File: src/rtl/sha_block_sequencer.sv
//------------------------------------------------------------------------------
// sha_block_sequencer
//
// Control sequencer for one double-SHA-256 nonce trial on a shared compression
// datapath and H-register bank:
//   INIT  : H bank reloads the IV
//   R1/U1 : compress chunk 1, then accumulate into H
//   R2/U2 : compress chunk 2 (carries the nonce), then accumulate
//   R3/U3 : compress the second hash, then accumulate
//   CHECK : compare the top digest word against the target
//   DONE  : hold the result until the consumer takes it
// With sweep set, a miss restarts straight into INIT with the next nonce.
//
// Ports
//   clk, rst_n      : rising-edge clock, asynchronous active-low reset
//   start           : trial request, accepted when start && start_ready
//   start_ready     : high only while idle
//   nonce_in        : first nonce, captured on accept
//   sweep           : captured on accept; 1 = continue with nonce+1 on a miss
//   abort           : synchronous return to idle from any busy state
//   target          : unsigned threshold, sampled in CHECK
//   hash_word       : most significant final digest word, sampled in CHECK
//   block_sel       : Block select for the H registers
//   round_idx       : current round 0..ROUNDS-1
//   round_en        : compression datapath advances this cycle
//   h_update        : H bank accumulates this cycle
//   nonce_cur       : nonce of the trial in progress
//   busy            : not idle
//   result_valid    : result available (valid/ready with result_ready)
//   result_ready    : consumer accepts the result
//   result_hit      : hash_word <= target
//   result_nonce    : nonce that produced the result
//
// Every output is a register. The always_comb block only computes the next
// state; the single always_ff then loads the state register together with the
// outputs decoded from that next state, so outputs change exactly at state
// boundaries and never glitch.
//------------------------------------------------------------------------------
module sha_block_sequencer #(
    parameter int ROUNDS  = 64,
    parameter int NONCE_W = 32
) (
    input  logic               clk,
    input  logic               rst_n,
    input  logic               start,
    output logic               start_ready,
    input  logic [NONCE_W-1:0] nonce_in,
    input  logic               sweep,
    input  logic               abort,
    input  logic [31:0]        target,
    input  logic [31:0]        hash_word,
    output logic [1:0]         block_sel,
    output logic [5:0]         round_idx,
    output logic               round_en,
    output logic               h_update,
    output logic [NONCE_W-1:0] nonce_cur,
    output logic               busy,
    output logic               result_valid,
    input  logic               result_ready,
    output logic               result_hit,
    output logic [NONCE_W-1:0] result_nonce
);

    typedef enum logic [3:0] {
        S_IDLE,
        S_INIT,
        S_R1,
        S_U1,
        S_R2,
        S_U2,
        S_R3,
        S_U3,
        S_CHECK,
        S_DONE
    } state_t;

    localparam logic [5:0] LAST_ROUND = 6'(ROUNDS - 1);

    state_t state;
    state_t state_nxt;
    logic   sweep_q;
    logic   last_round;
    logic   sweep_go;
    logic   accept;
    logic   handshake;

    assign last_round = (round_idx == LAST_ROUND);
    assign accept     = (state == S_IDLE) && start;
    assign handshake  = (state == S_DONE) && result_ready && !abort;

    // A sweep only continues on a miss, and stops at the top of the nonce
    // range instead of wrapping back to zero.
    assign sweep_go   = sweep_q && !result_hit && (nonce_cur != '1);

    // Block select seen by the H registers while in state s. It steps only
    // at the U states, so each nonzero Block is presented once per trial.
    function automatic logic [1:0] block_of(input state_t s);
        logic [1:0] b;
        case (s)
            S_U1, S_R2:              b = 2'd1;
            S_U2, S_R3:              b = 2'd2;
            S_U3, S_CHECK, S_DONE:   b = 2'd3;
            default:                 b = 2'd0;
        endcase
        return b;
    endfunction

    function automatic logic is_round(input state_t s);
        return (s == S_R1) || (s == S_R2) || (s == S_R3);
    endfunction

    function automatic logic is_update(input state_t s);
        return (s == S_U1) || (s == S_U2) || (s == S_U3);
    endfunction

    always_comb begin
        state_nxt = state;
        case (state)
            S_IDLE:  if (start) state_nxt = S_INIT;
            S_INIT:  state_nxt = S_R1;
            S_R1:    if (last_round) state_nxt = S_U1;
            S_U1:    state_nxt = S_R2;
            S_R2:    if (last_round) state_nxt = S_U2;
            S_U2:    state_nxt = S_R3;
            S_R3:    if (last_round) state_nxt = S_U3;
            S_U3:    state_nxt = S_CHECK;
            S_CHECK: state_nxt = S_DONE;
            S_DONE:  if (result_ready) state_nxt = sweep_go ? S_INIT : S_IDLE;
            default: state_nxt = S_IDLE;
        endcase
        // abort wins over the round counter and over the result handshake
        if (abort && (state != S_IDLE)) begin
            state_nxt = S_IDLE;
        end
    end

    always_ff @(posedge clk or negedge rst_n) begin
        if (!rst_n) begin
            state        <= S_IDLE;
            sweep_q      <= 1'b0;
            block_sel    <= 2'd0;
            round_idx    <= 6'd0;
            round_en     <= 1'b0;
            h_update     <= 1'b0;
            busy         <= 1'b0;
            start_ready  <= 1'b1;
            result_valid <= 1'b0;
            result_hit   <= 1'b0;
            result_nonce <= '0;
            nonce_cur    <= '0;
        end else begin
            state        <= state_nxt;
            block_sel    <= block_of(state_nxt);
            round_en     <= is_round(state_nxt);
            h_update     <= is_update(state_nxt);
            busy         <= (state_nxt != S_IDLE);
            start_ready  <= (state_nxt == S_IDLE);
            result_valid <= (state_nxt == S_DONE);

            // Counter runs only while staying inside one round state; any
            // entry, exit or abort brings it back to zero.
            if (is_round(state_nxt) && (state_nxt == state)) begin
                round_idx <= round_idx + 6'd1;
            end else begin
                round_idx <= 6'd0;
            end

            if (accept) begin
                nonce_cur <= nonce_in;
                sweep_q   <= sweep;
            end else if (handshake && sweep_go) begin
                nonce_cur <= nonce_cur + NONCE_W'(1);
            end

            if ((state == S_CHECK) && (state_nxt == S_DONE)) begin
                result_hit   <= (hash_word <= target);
                result_nonce <= nonce_cur;
            end
        end
    end

endmodule

File: config.mk
export PLATFORM = sky130hd
export DESIGN_NAME = sha_block_sequencer
export DESIGN_NICKNAME = d
export VERILOG_FILES = /design/src/rtl/sha_block_sequencer.sv
export SDC_FILE = /design/constraint.sdc
export NUM_CORES = 1
export LEC_CHECK = 0
export ABC_AREA = 1
export BUFFER_PORTS_ARGS = -buffer_cell sky130_fd_sc_hd__buf_2
export CAP_MARGIN = 25
export CORE_UTILIZATION = 52
export CTS_CLUSTER_SIZE = 16
export DETAILED_ROUTE_END_ITERATION = 10
export GPL_ROUTABILITY_DRIVEN = 0
export PLACE_DENSITY = 0.91
export SYNTH_ARGS = -nofsm -noshare
export SYNTH_HDL_FRONTEND = slang
export SYNTH_SLANG_ARGS = --single-unit
File: constraint.sdc
create_clock -name clk -period 2.1 [get_ports clk]
set_input_delay 0 -clock clk [delete_from_list [all_inputs] [get_ports clk]]
set_output_delay 0 -clock clk [all_outputs]
set_load 0.05 [all_outputs]
==> results.md <==
* Status: finished, final reports clean
* Antenna cell count at 0
* Routed Antenna Nets at 0
* Post-Syn Nets at about 900
* DR vias at a little over 6000
* CTS tree: built
* Distinct cells, synth at 36
* Final Non-Filler Cells at about 1100
* Sequential fraction of the synthesis area at 37.79%
* First-pass GRT wire length at about 27000 um
* PortBufs at ~180
* Reg2Reg Depth at 12
* P_leak at 4.042 nW
* Area growth from synthesis to layout at 33.24%
* Clock root cell: clkbuf_8
* Critical R2R Capture: result_nonce[28]$_DFFE_PN0P_
* Post-synth top area share at around 37%
* DRT iter0 DRCs at about 580
* Max-Cap Viols at 0
* Placed cells at between 1000 and 1500
* Worst Hold Class: in -> reg
* Sink Count at 83
* Count leader, synth: nand2_1
* Fmax at 488.4 MHz
* Crit. End Element: register
* Worst skew pair latency at around 0.36 ns
* Commonest cells post-synth: nand2_1 (251), inv_1 (90), dfrtp_1 (82)
* Initial Util at a little over half
* FF+latch count, synth at 83
* DIE AREA at around 11000 um^2
* Final hold violations at 0
* Number of global-route vias before repair at 5762
* Startpoint Class: register
* Peak fanout along the critical path at 9
* Top post-synthesis cells by area: dfrtp_1 (37%), nand2_1 (17%), ha_1 (7.7%)
* Pins Over Slew Limit at 0
* Hold_sp: nonce_in[25]
* Reg-to-Reg Start: nonce_cur[1]$_DFFE_PN0P_
* Worst Tran Pin Value at 0.7096 ns
* WHS Path Cells at 4
* Drt total wl at approximately 17000 um
* Crit-path most repeated cell: nand2_2
* CORE AREA at between 10000 and 15000 um^2
* WP data arrival at around 2.3 ns
* Ys Warns at 0
* GRT overflow at 0
* Inserted Clock Buffers at 9
* Final-report setup violation count at 0
* Hpwl dp at 12600 um
* H-tree lvl count at 3
* DIE HEIGHT at ~100 um
* Reg2reg setup slack at about 0.052 ns
* Post-synth EDFFs at 0
* Chip Width at 104.8 um
* Max incr delay on CP at about 0.40 ns
* Final Net Count at roughly 1100
* WL/cell at between 10 and 15 um
* Most used DFF post-synth: dfrtp_1
* Pre-antenna DRT Iters at 10
* Synth async-reset ratio at 100.0%
* # IOs at between 150 and 200
* Worst slew margin at a little over half
* Cell area after layout at about 7300 um^2
* Synth Area per Inst at between 7 and 8 um^2
* Hold Crit Endpoint: nonce_cur[25]$_DFFE_PN0P_
* # DRC at 0
* Total Routing Usage GR at a little under a third
* Slowest CP cell: dfrtp_2
* Max clock buf depth at 2
* Critical-path cell list: ha_1, nand3_2, nor2_2, nand2_2, nor2_2, nand2_2, nand2_1, nand2_2, nand3_4, buf_4, nand2_2, o21ai_2
* Power per Cell Area at roughly 1100 nW/um^2
* Crit path kind: reg -> reg
* Crit path max-delay family: simple AND/OR/NAND/NOR gates
* Leading area contributor after synthesis: dfrtp_1
* Largest net degree at the start of global routing at 56
* Final min period at 2.048 ns
* Initial antenna violation count at 0
* Clk slew on worst S/H paths at around 0.08 ns
* Post-DP Area at between 6000 and 7000 um^2
* Final worst path period share at between 90 and 100%
* CP Data Required Time at 2.39 ns
* Crit path buffers/inverters at 1
* # rows at 37
* Post-synth design cell area at about 5500 um^2
* Post-synthesis cell count at 761
* Clock skew at between 0.01 and 0.015 ns
* Peak supply drop at 0.9147 mV
* Vias per cell at around 5.3
* Share of layout cells above drive strength 1 at ~30%
## cell usage in the layout (no fill, tap or decap), types with 26 or more instances in the layout
cell	count
inv_1	90
nor2_1	62
nand2_1	251
nand2_2	26
buf_2	178
o21ai_0	27
dfrtp_1	79
ha_1	34
dlygate4sd3_1	30
nand3_1	52
buf_4	31
## power by group
group / switching [mW] / total, mW / leakage, nW / internal (mW)
logic: 3.21 / 4.47 / 2.83 / 1.26
clock network: 0.580 / 1.31 / 0.115 / 0.729
registers: 0.400 / 2.39 / 1.10 / 1.99
## how the worst max path moves through the flow
stage	from	endpoint	slack, ns	cells past startpoint
4_1_cts	nonce_cur[1]$_DFFE_PN0P_	result_nonce[16]$_DFFE_PN0P_	0.03	12
5_1_grt	nonce_cur[9]$_DFFE_PN0P_	result_nonce[28]$_DFFE_PN0P_	-0.02	11
3_5_place_dp	nonce_cur[1]$_DFFE_PN0P_	result_nonce[16]$_DFFE_PN0P_	0.05	12
2_1_floorplan	nonce_cur[0]$_DFFE_PN0P_	result_nonce[25]$_DFFE_PN0P_	0.12	12
6_report	nonce_cur[1]$_DFFE_PN0P_	result_nonce[28]$_DFFE_PN0P_	0.05	12
3_3_place_gp	nonce_cur[9]$_DFFE_PN0P_	result_nonce[22]$_DFFE_PN0P_	0.17	11
## routing by layer
metal | track usage [%] | vias up | wire (um)
met3 | 6.737 | 43 | 1641
met5 | 0 | - | 0
met4 | 9.256 | 0 | 393
met1 | 38.54 | 2804 | 6765
li1 | - | 2897 | -
met2 | 52.46 | 354 | 8224
## per-stage QoR
stage | hold WS [ns] | setup WS, ns | utilization, % | power, mW | setup TNS, ns
floorplan | -0.2956 | 0.1198 | - | 5.371 | 0
global placement | 0.08712 | 0.1692 | 65.41 | 6.632 | 0
detailed placement | 0.09488 | 0.04833 | 65.41 | 6.716 | 0
CTS | 0.01851 | 0.03197 | 70.53 | 8.081 | 0
global route | 0.05311 | -0.02020 | 71.29 | 8.633 | -0.02857
finish | 0.02696 | 0.05243 | 71.29 | 8.167 | 0
## cells by family (layout without fill, tap and decap cells)
kind of cell / after synthesis / count (layout) / synth area share, %
buf+inv: 112 / 354 / 8.578
flops: 83 / 83 / 37.79
fa+ha+maj: 34 / 34 / 7.736
compound gates: 80 / 80 / 8.760
simple gates: 440 / 441 / 35.22
xor+xnor: 12 / 12 / 1.911
## area by class of cell
class	instances	area, um^2
well taps	136	170.2
inverters	95	356.6
repair buffers	244	1529
clock inverters	4	73.82
multi-input cells	567	2964
flip-flops and latches	83	2082
clock buffers	11	151.4
fillers	788	2950
## worst register-to-register path, stage by stage (launching register included)
cell and delay [ns]:
dfrtp_2 0.40, ha_1 0.22, nand3_2 0.12, nor2_2 0.16, nand2_2 0.09, nor2_2 0.12, nand2_2 0.09, nand2_1 0.09
nand2_2 0.12, nand3_4 0.21, buf_4 0.24, nand2_2 0.07, o21ai_2 0.05
## repair_timing
| item | CTS | global route |
|---|---|---|
| resized for setup | 0 | 3 |
| setup endpoints to repair | 0 | 38 |
| buffers inserted | 0 | 5 |
| endpoints found under the hold margin | 82 | 0 |
| hold buffers | 30 | 0 |
## registers in the layout, summed over array words and instances (netlist names), 2 cells and up
register / cells
result_nonce: 32
round_idx: 6
state: 4
nonce_cur: 32
block_sel: 2
No activity file was read; power rests on OpenSTA's default activity.
